**config.mk**
```make
export PLATFORM = sky130hd
export DESIGN_NAME = x_wb_arbiter
export DESIGN_NICKNAME = d
export VERILOG_FILES = /design/src/rtl/x_wb_arbiter.sv
export SDC_FILE = /design/constraint.sdc
export NUM_CORES = 1
export LEC_CHECK = 0
export CORE_MARGIN = 2
export CORE_UTILIZATION = 48
export CTS_CLUSTER_SIZE = 40
export DETAILED_ROUTE_END_ITERATION = 6
export PLACE_DENSITY_LB_ADDON = 0.15
export SYNTH_ARGS = -nofsm -noshare
export SYNTH_HDL_FRONTEND = slang
export SYNTH_SLANG_ARGS = --single-unit
```
**constraint.sdc**
```tcl
create_clock -name clk -period 3.65 [get_ports clk]
set_clock_uncertainty 0.1 [all_clocks]
set_input_delay 0.73 -clock clk [delete_from_list [all_inputs] [get_ports clk]]
set_output_delay 0.73 -clock clk [all_outputs]
set_load 0.005 [all_outputs]
```
**src/rtl/x_wb_arbiter.sv**
```systemverilog
// ============================================================================
// Module   : x_wb_arbiter
// Purpose  : Scalar X register-file write arbiter. The scalar pipeline
//            writeback (port A) takes priority. Vector-unit scalar results
//            (port B) are queued in a FIFO, and an anti-starvation stall
//            lets the FIFO head through.
// Revision : 1.0 - initial release
// ============================================================================
`default_nettype none

module x_wb_arbiter #(
  parameter int DEPTH        = 4,
  parameter int STARVE_LIMIT = 8
) (
  input  logic        clk,
  input  logic        rst,
  input  logic        a_valid,
  input  logic [4:0]  a_rd,
  input  logic [31:0] a_data,
  input  logic        b_valid,
  output logic        b_ready,
  input  logic [4:0]  b_rd,
  input  logic [31:0] b_data,
  output logic        stg_stall,
  output logic        reg_w,
  output logic [4:0]  rd,
  output logic [31:0] w_data,
  output logic [31:0] pend_mask,
  output logic        err_waw
);

  localparam int              c_AW    = (DEPTH > 1) ? $clog2(DEPTH) : 1;
  localparam int              c_CW    = c_AW + 1;
  localparam logic [c_CW-1:0] c_DEPTH = c_CW'(DEPTH);
  localparam logic [7:0]      c_LIMIT = 8'(STARVE_LIMIT);

  logic [c_AW-1:0]  r_wr_ptr;
  logic [c_AW-1:0]  r_rd_ptr;
  logic [c_CW-1:0]  r_count;
  logic [7:0]       r_starve;
  logic [DEPTH-1:0] r_vld;
  logic [4:0]       r_mem_rd   [DEPTH];
  logic [31:0]      r_mem_data [DEPTH];

  logic        w_nonempty;
  logic        w_push;
  logic        w_store;
  logic        w_pop;
  logic        w_a_win;
  logic        w_waw;
  logic [31:0] w_pend;
  logic [31:0] w_slot_mask [DEPTH];

  assign w_nonempty = (r_count != '0);
  // Readiness depends on occupancy alone, so a full FIFO never passes a
  // push straight through on the cycle it pops.
  assign b_ready    = !rst && (r_count < c_DEPTH);
  assign stg_stall  = !rst && w_nonempty && (r_starve == c_LIMIT);

  assign w_push  = b_valid && b_ready;
  assign w_store = w_push && (b_rd != 5'd0);
  assign w_pop   = !rst && w_nonempty && (stg_stall || !a_valid);
  assign w_a_win = !rst && a_valid && !stg_stall;
  assign w_waw   = w_a_win && (a_rd != 5'd0) && pend_mask[a_rd];

  generate
    for (genvar gi = 0; gi < DEPTH; gi++) begin : g_slot
      assign w_slot_mask[gi] = r_vld[gi] ? (32'd1 << r_mem_rd[gi]) : 32'd0;
    end
  endgenerate

  always_comb begin
    w_pend = '0;
    for (int i = 0; i < DEPTH; i++) begin
      w_pend = w_pend | w_slot_mask[i];
    end
    pend_mask = {w_pend[31:1], 1'b0};
  end

  always_ff @(posedge clk) begin
    if (rst) begin
      r_wr_ptr <= '0;
      r_rd_ptr <= '0;
      r_count  <= '0;
      r_vld    <= '0;
    end else begin
      if (w_pop) begin
        r_rd_ptr        <= r_rd_ptr + 1'b1;
        r_vld[r_rd_ptr] <= 1'b0;
      end
      if (w_store) begin
        r_wr_ptr        <= r_wr_ptr + 1'b1;
        r_vld[r_wr_ptr] <= 1'b1;
      end
      r_count <= r_count + c_CW'(w_store) - c_CW'(w_pop);
    end
  end

  always_ff @(posedge clk) begin
    if (w_store) begin
      r_mem_rd[r_wr_ptr]   <= b_rd;
      r_mem_data[r_wr_ptr] <= b_data;
    end
  end

  // A port-A write to x0 still consumes the slot but never reaches the file.
  always_ff @(posedge clk) begin
    if (rst) begin
      reg_w  <= 1'b0;
      rd     <= '0;
      w_data <= '0;
    end else if (w_pop) begin
      reg_w  <= 1'b1;
      rd     <= r_mem_rd[r_rd_ptr];
      w_data <= r_mem_data[r_rd_ptr];
    end else if (w_a_win && (a_rd != 5'd0)) begin
      reg_w  <= 1'b1;
      rd     <= a_rd;
      w_data <= a_data;
    end else begin
      reg_w  <= 1'b0;
    end
  end

  always_ff @(posedge clk) begin
    if (rst) begin
      r_starve <= '0;
      err_waw  <= 1'b0;
    end else begin
      if (w_pop || !w_nonempty) begin
        r_starve <= '0;
      end else if (w_a_win && (r_starve != c_LIMIT)) begin
        r_starve <= r_starve + 8'd1;
      end
      if (w_waw) begin
        err_waw <= 1'b1;
      end
    end
  end

endmodule

`default_nettype wire

```
==> impl_metrics.xml <==
<?xml version="1.0" encoding="UTF-8"?>
<metrics>
  <group name="outcome">
    <metric name="run_status" unit="">complete, no violations</metric>
  </group>
  <group name="finish">
    <metric name="register_area" unit="µm²">5648</metric>
    <metric name="layout.cell_area.non_filler" unit="µm²">12090</metric>
    <metric name="final_layout_size_suffix_gt1_share" unit="%">14.03</metric>
    <metric name="antenna_cells" unit="">0</metric>
    <metric name="final_core_density" unit="%">62.12</metric>
    <metric name="fillers" unit="">1510</metric>
    <metric name="num-nets-final" unit="">958</metric>
    <metric name="area_of_combinational_cells_with_multiple_inputs" unit="µm²">3640</metric>
    <metric name="area_growth" unit="%">26.81</metric>
  </group>
  <group name="cts">
    <metric name="clock_sinks" unit="">208</metric>
    <metric name="clkTransAtPathRegs" unit="ns">0.06</metric>
    <metric name="cts_tree" unit="">done</metric>
    <metric name="clockRootBuffer" unit="">clkbuf_16</metric>
    <metric name="numCtsBuffers" unit="">23</metric>
    <metric name="cts-root-to-sink-buffers" unit="">3</metric>
    <metric name="insertion_delay" unit="ns">0.51</metric>
    <metric name="cts.htree.levels" unit="">1</metric>
  </group>
  <group name="critical_path">
    <metric name="timing.critical_path.max_delay_family" unit="">simple AND/OR/NAND/NOR gates</metric>
    <metric name="critPathMaxStageDelay" unit="ns">0.68</metric>
    <metric name="critical_path.n_buffers_inverters" unit="">1</metric>
    <metric name="rr_startpoint" unit="">r_mem_rd[0][2]$_DFFE_PP_</metric>
    <metric name="critical_path.max_fanout" unit="">9</metric>
    <metric name="critical_path_slowest_stage_cell" unit="">or4b_2</metric>
    <metric name="setup.worst_path.start_class" unit="">register</metric>
    <metric name="rrSetupSlack" unit="ns">0.84</metric>
    <metric name="arrival_time_worst_endpoint" unit="ns">2.66</metric>
    <metric name="worstPathRequired" unit="ns">2.82</metric>
    <metric name="endpoint_kind" unit="">output pin</metric>
    <metric name="worst_setup_path_category" unit="">register to output pin</metric>
    <metric name="reg2reg_to" unit="">err_waw$_SDFFE_PP0P_</metric>
    <metric name="reg2reg_depth" unit="">8</metric>
    <metric name="path_cells" unit="">or4b_2 -&gt; nor2_1 -&gt; a21oi_1 -&gt; o211ai_1 -&gt; clkdlybuf4s50_1</metric>
  </group>
  <group name="worst_hold_path">
    <metric name="worstHoldStart" unit="">r_starve[0]$_SDFFE_PP0P_</metric>
    <metric name="min_delay_endpoint" unit="">r_starve[0]$_SDFFE_PP0P_</metric>
    <metric name="worstHoldPathType" unit="">register to register</metric>
    <metric name="worstHoldPathCells" unit="">1</metric>
  </group>
  <group name="yosys">
    <metric name="flip_flop_cell_with_the_highest_count_after_synthesis" unit="">edfxtp_1</metric>
    <metric name="synth.avg_cell_area" unit="µm²">13.37</metric>
    <metric name="synth_common_cells" unit="">edfxtp_1, nor2_1, dfxtp_1</metric>
    <metric name="ys_ff_latch" unit="">208</metric>
    <metric name="yosysWarnings" unit="">0</metric>
    <metric name="syn_inst" unit="">713</metric>
    <metric name="synthesis.nets" unit="">804</metric>
    <metric name="synth.top_cell.area_share" unit="%">46.62</metric>
    <metric name="synth_edf_count" unit="">148</metric>
    <metric name="yosys.area.top_type" unit="">edfxtp_1</metric>
    <metric name="synth.cell_area" unit="µm²">9533</metric>
    <metric name="synth.area.top_cells" unit="">edfxtp_1, dfxtp_1, mux4_2</metric>
    <metric name="yosysSeqAreaShare" unit="%">59.22</metric>
    <metric name="yosys.cell_count.top_type" unit="">edfxtp_1</metric>
    <metric name="synthArstFlopShare" unit="%">0</metric>
    <metric name="synth.lib_cells_used.distinct" unit="">72</metric>
  </group>
  <group name="floorplanning">
    <metric name="core_area" unit="µm²">19460</metric>
    <metric name="io_pins" unit="">151</metric>
    <metric name="floorplan.die.width" unit="µm">144.9</metric>
    <metric name="floorplan.initialDensity" unit="%">48.98</metric>
    <metric name="area_of_the_die" unit="µm²">21000</metric>
    <metric name="floorplan.rows" unit="">51</metric>
    <metric name="chipHeight" unit="µm">144.9</metric>
  </group>
  <group name="grt">
    <metric name="overall_fraction_of_global_route_tracks_in_use" unit="%">24.15</metric>
    <metric name="grt_pass1_wl" unit="µm">39900</metric>
    <metric name="overflow_left_after_global_routing" unit="">0</metric>
    <metric name="gr-max-usage-layer" unit="">met2</metric>
    <metric name="grt_max_degree" unit="">78</metric>
    <metric name="grt_met1_use" unit="%">32.39</metric>
    <metric name="groute.layer.met2.usage" unit="%">40.98</metric>
    <metric name="grt_antenna_before_repair" unit="">0</metric>
    <metric name="met3_usage" unit="%">3.585</metric>
    <metric name="first_global_vias" unit="">6934</metric>
  </group>
  <group name="routing">
    <metric name="totalWireLength" unit="µm">25390</metric>
    <metric name="drt-pass1-iter-count" unit="">4</metric>
    <metric name="drt_first_iter_violations" unit="">461</metric>
    <metric name="via_count" unit="">6739</metric>
    <metric name="avgViaCountPerCell" unit="">5.865</metric>
    <metric name="antenna_violating_nets_remaining" unit="">0</metric>
    <metric name="drc" unit="">0</metric>
    <metric name="wire_per_inst" unit="µm">22.09</metric>
  </group>
  <group name="timing">
    <metric name="timing.hold.ws" unit="ns">0.3623</metric>
    <metric name="grt_setup_unrepaired" unit="">false</metric>
    <metric name="setup_viol" unit="">0</metric>
    <metric name="timing.final.hold_violations" unit="">0</metric>
    <metric name="maxSlewViolCount" unit="">0</metric>
    <metric name="worst_rel_slew_slack" unit="%">29.62</metric>
    <metric name="fmax" unit="MHz">286.6</metric>
    <metric name="finalSetupTns" unit="ns">0</metric>
    <metric name="layout_min_cycle_time" unit="ns">3.490</metric>
    <metric name="worst-slew-pin-transition" unit="ns">1.056</metric>
    <metric name="layout_worst_path_cycle_share" unit="%">95.60</metric>
  </group>
  <group name="power_and_ir_drop">
    <metric name="p_leak" unit="nW">4.104</metric>
    <metric name="power_density" unit="nW/µm²">505.0</metric>
    <metric name="totalPowerFinal" unit="W">0.006105</metric>
    <metric name="ir_drop" unit="µV">423.7</metric>
  </group>
  <group name="place">
    <metric name="globalplace.congestion" unit="">0.9121</metric>
    <metric name="dpl.hpwl" unit="µm">18080</metric>
    <metric name="numPortBuffers" unit="">149</metric>
    <metric name="dpl_cell_area" unit="µm²">11380</metric>
  </group>
  <group name="run">
    <metric name="timing.max_cap.violations" unit="">0</metric>
  </group>
</metrics>
worst register-to-register path, cell delays in order, from the launching register on:
cell,delay (ns)
edfxtp_1,0.48
buf_4,0.22
nand2_1,0.17
nor2_1,0.10
a211o_1,0.36
mux2_2,0.28
mux4_2,0.50
nor4b_4,0.15
a311o_1,0.32
kinds of logic after synthesis:
family,synth area share (%)
XOR/XNOR,0.8268
multiplexers,13.27
AO/OA/AOI/OAI,10.49
flip-flops,59.22
adder cells (fa/ha/maj),1.785
buffers and inverters,2.796
AND/OR/NAND/NOR,11.58
other,0.03934
report_power, final:
part	switching [W]	internal, W	total, W
Clock	0.000911	0.00122	0.00213
Sequential	0.000166	0.00271	0.00287
Combinational	0.000476	0.000627	0.00110
Total	0.00155	0.00455	0.00611
area by class of cell:
type | instances | area share (%)
Clock inverter | 10 | 0.5899
Tap cell | 265 | 2.743
Clock buffer | 32 | 5.206
Inverter | 22 | 0.6831
Sequential cell | 208 | 46.72
Multi-Input combinational cell | 443 | 30.11
Timing Repair Buffer | 169 | 13.95
cell usage in the layout (no fill, tap or decap), types with 5 or more instances in the layout:
cell type,synthesis,final
a211o_1,12,12
a211oi_1,38,38
a21oi_1,14,14
buf_4,5,16
clkbuf_1,21,7
clkbuf_16,0,23
clkdlybuf4s50_1,0,148
clkinv_2,0,6
dfxtp_1,60,58
edfxtp_1,148,148
ha_1,12,12
inv_1,21,21
mux2i_1,36,36
mux4_2,38,38
nand2_1,25,24
nand2b_1,8,8
nand3_1,8,8
nand3b_1,9,9
nor2_1,88,88
nor2b_1,7,7
nor3_1,11,10
o22ai_1,27,27
or2_2,7,7
or3b_2,6,6
xor2_1,5,5
timing repair:
| action | CTS | global route |
|---|---|---|
| setup endpoints to repair | 0 | 3 |
| hold buffers | 0 | 0 |
| buffers inserted | 0 | 1 |
| resized for setup | 0 | 1 |
flip-flops by register name, indices dropped and copies added, names as in the netlist, named ones only:
name	flops
r_mem_rd	20
w_data	32
r_vld	4
r_mem_data	128
err_waw	1
r_rd_ptr	2
reg_w	1
rd	5
r_count	3
r_starve	8
r_wr_ptr	2
through the flow:
stage	worst slack, ns	instances
2_1_floorplan	0.6910	713
3_3_place_gp	0.4754	1106
3_5_place_dp	0.4064	1106
4_1_cts	0.09003	1148
5_1_grt	0.03942	1149
6_report	0.1604	1149
layer usage:
layer	routed length [µm]	share of wire, %
met1	11000	43
met2	12370	49
met3	1313	5.2
met4	700	2.8
met5	0	0
worst max path at each step:
stage                             startpoint                          to  cells after the start
finish                   r_vld[0]$_SDFF_PP0_                pend_mask[1]                      5
global route        r_mem_rd[2][2]$_DFFE_PP_                pend_mask[9]                      5
CTS                 r_mem_rd[0][4]$_DFFE_PP_                pend_mask[2]                      4
detailed placement                   a_rd[1]      w_data[0]$_SDFFE_PP0P_                      7
global placement                     b_rd[1]       r_count[2]$_SDFF_PP0_                     10
floorplan                                rst  r_mem_data[1][0]$_DFFE_PP_                      5
No activity file was read; power rests on OpenSTA's default activity.
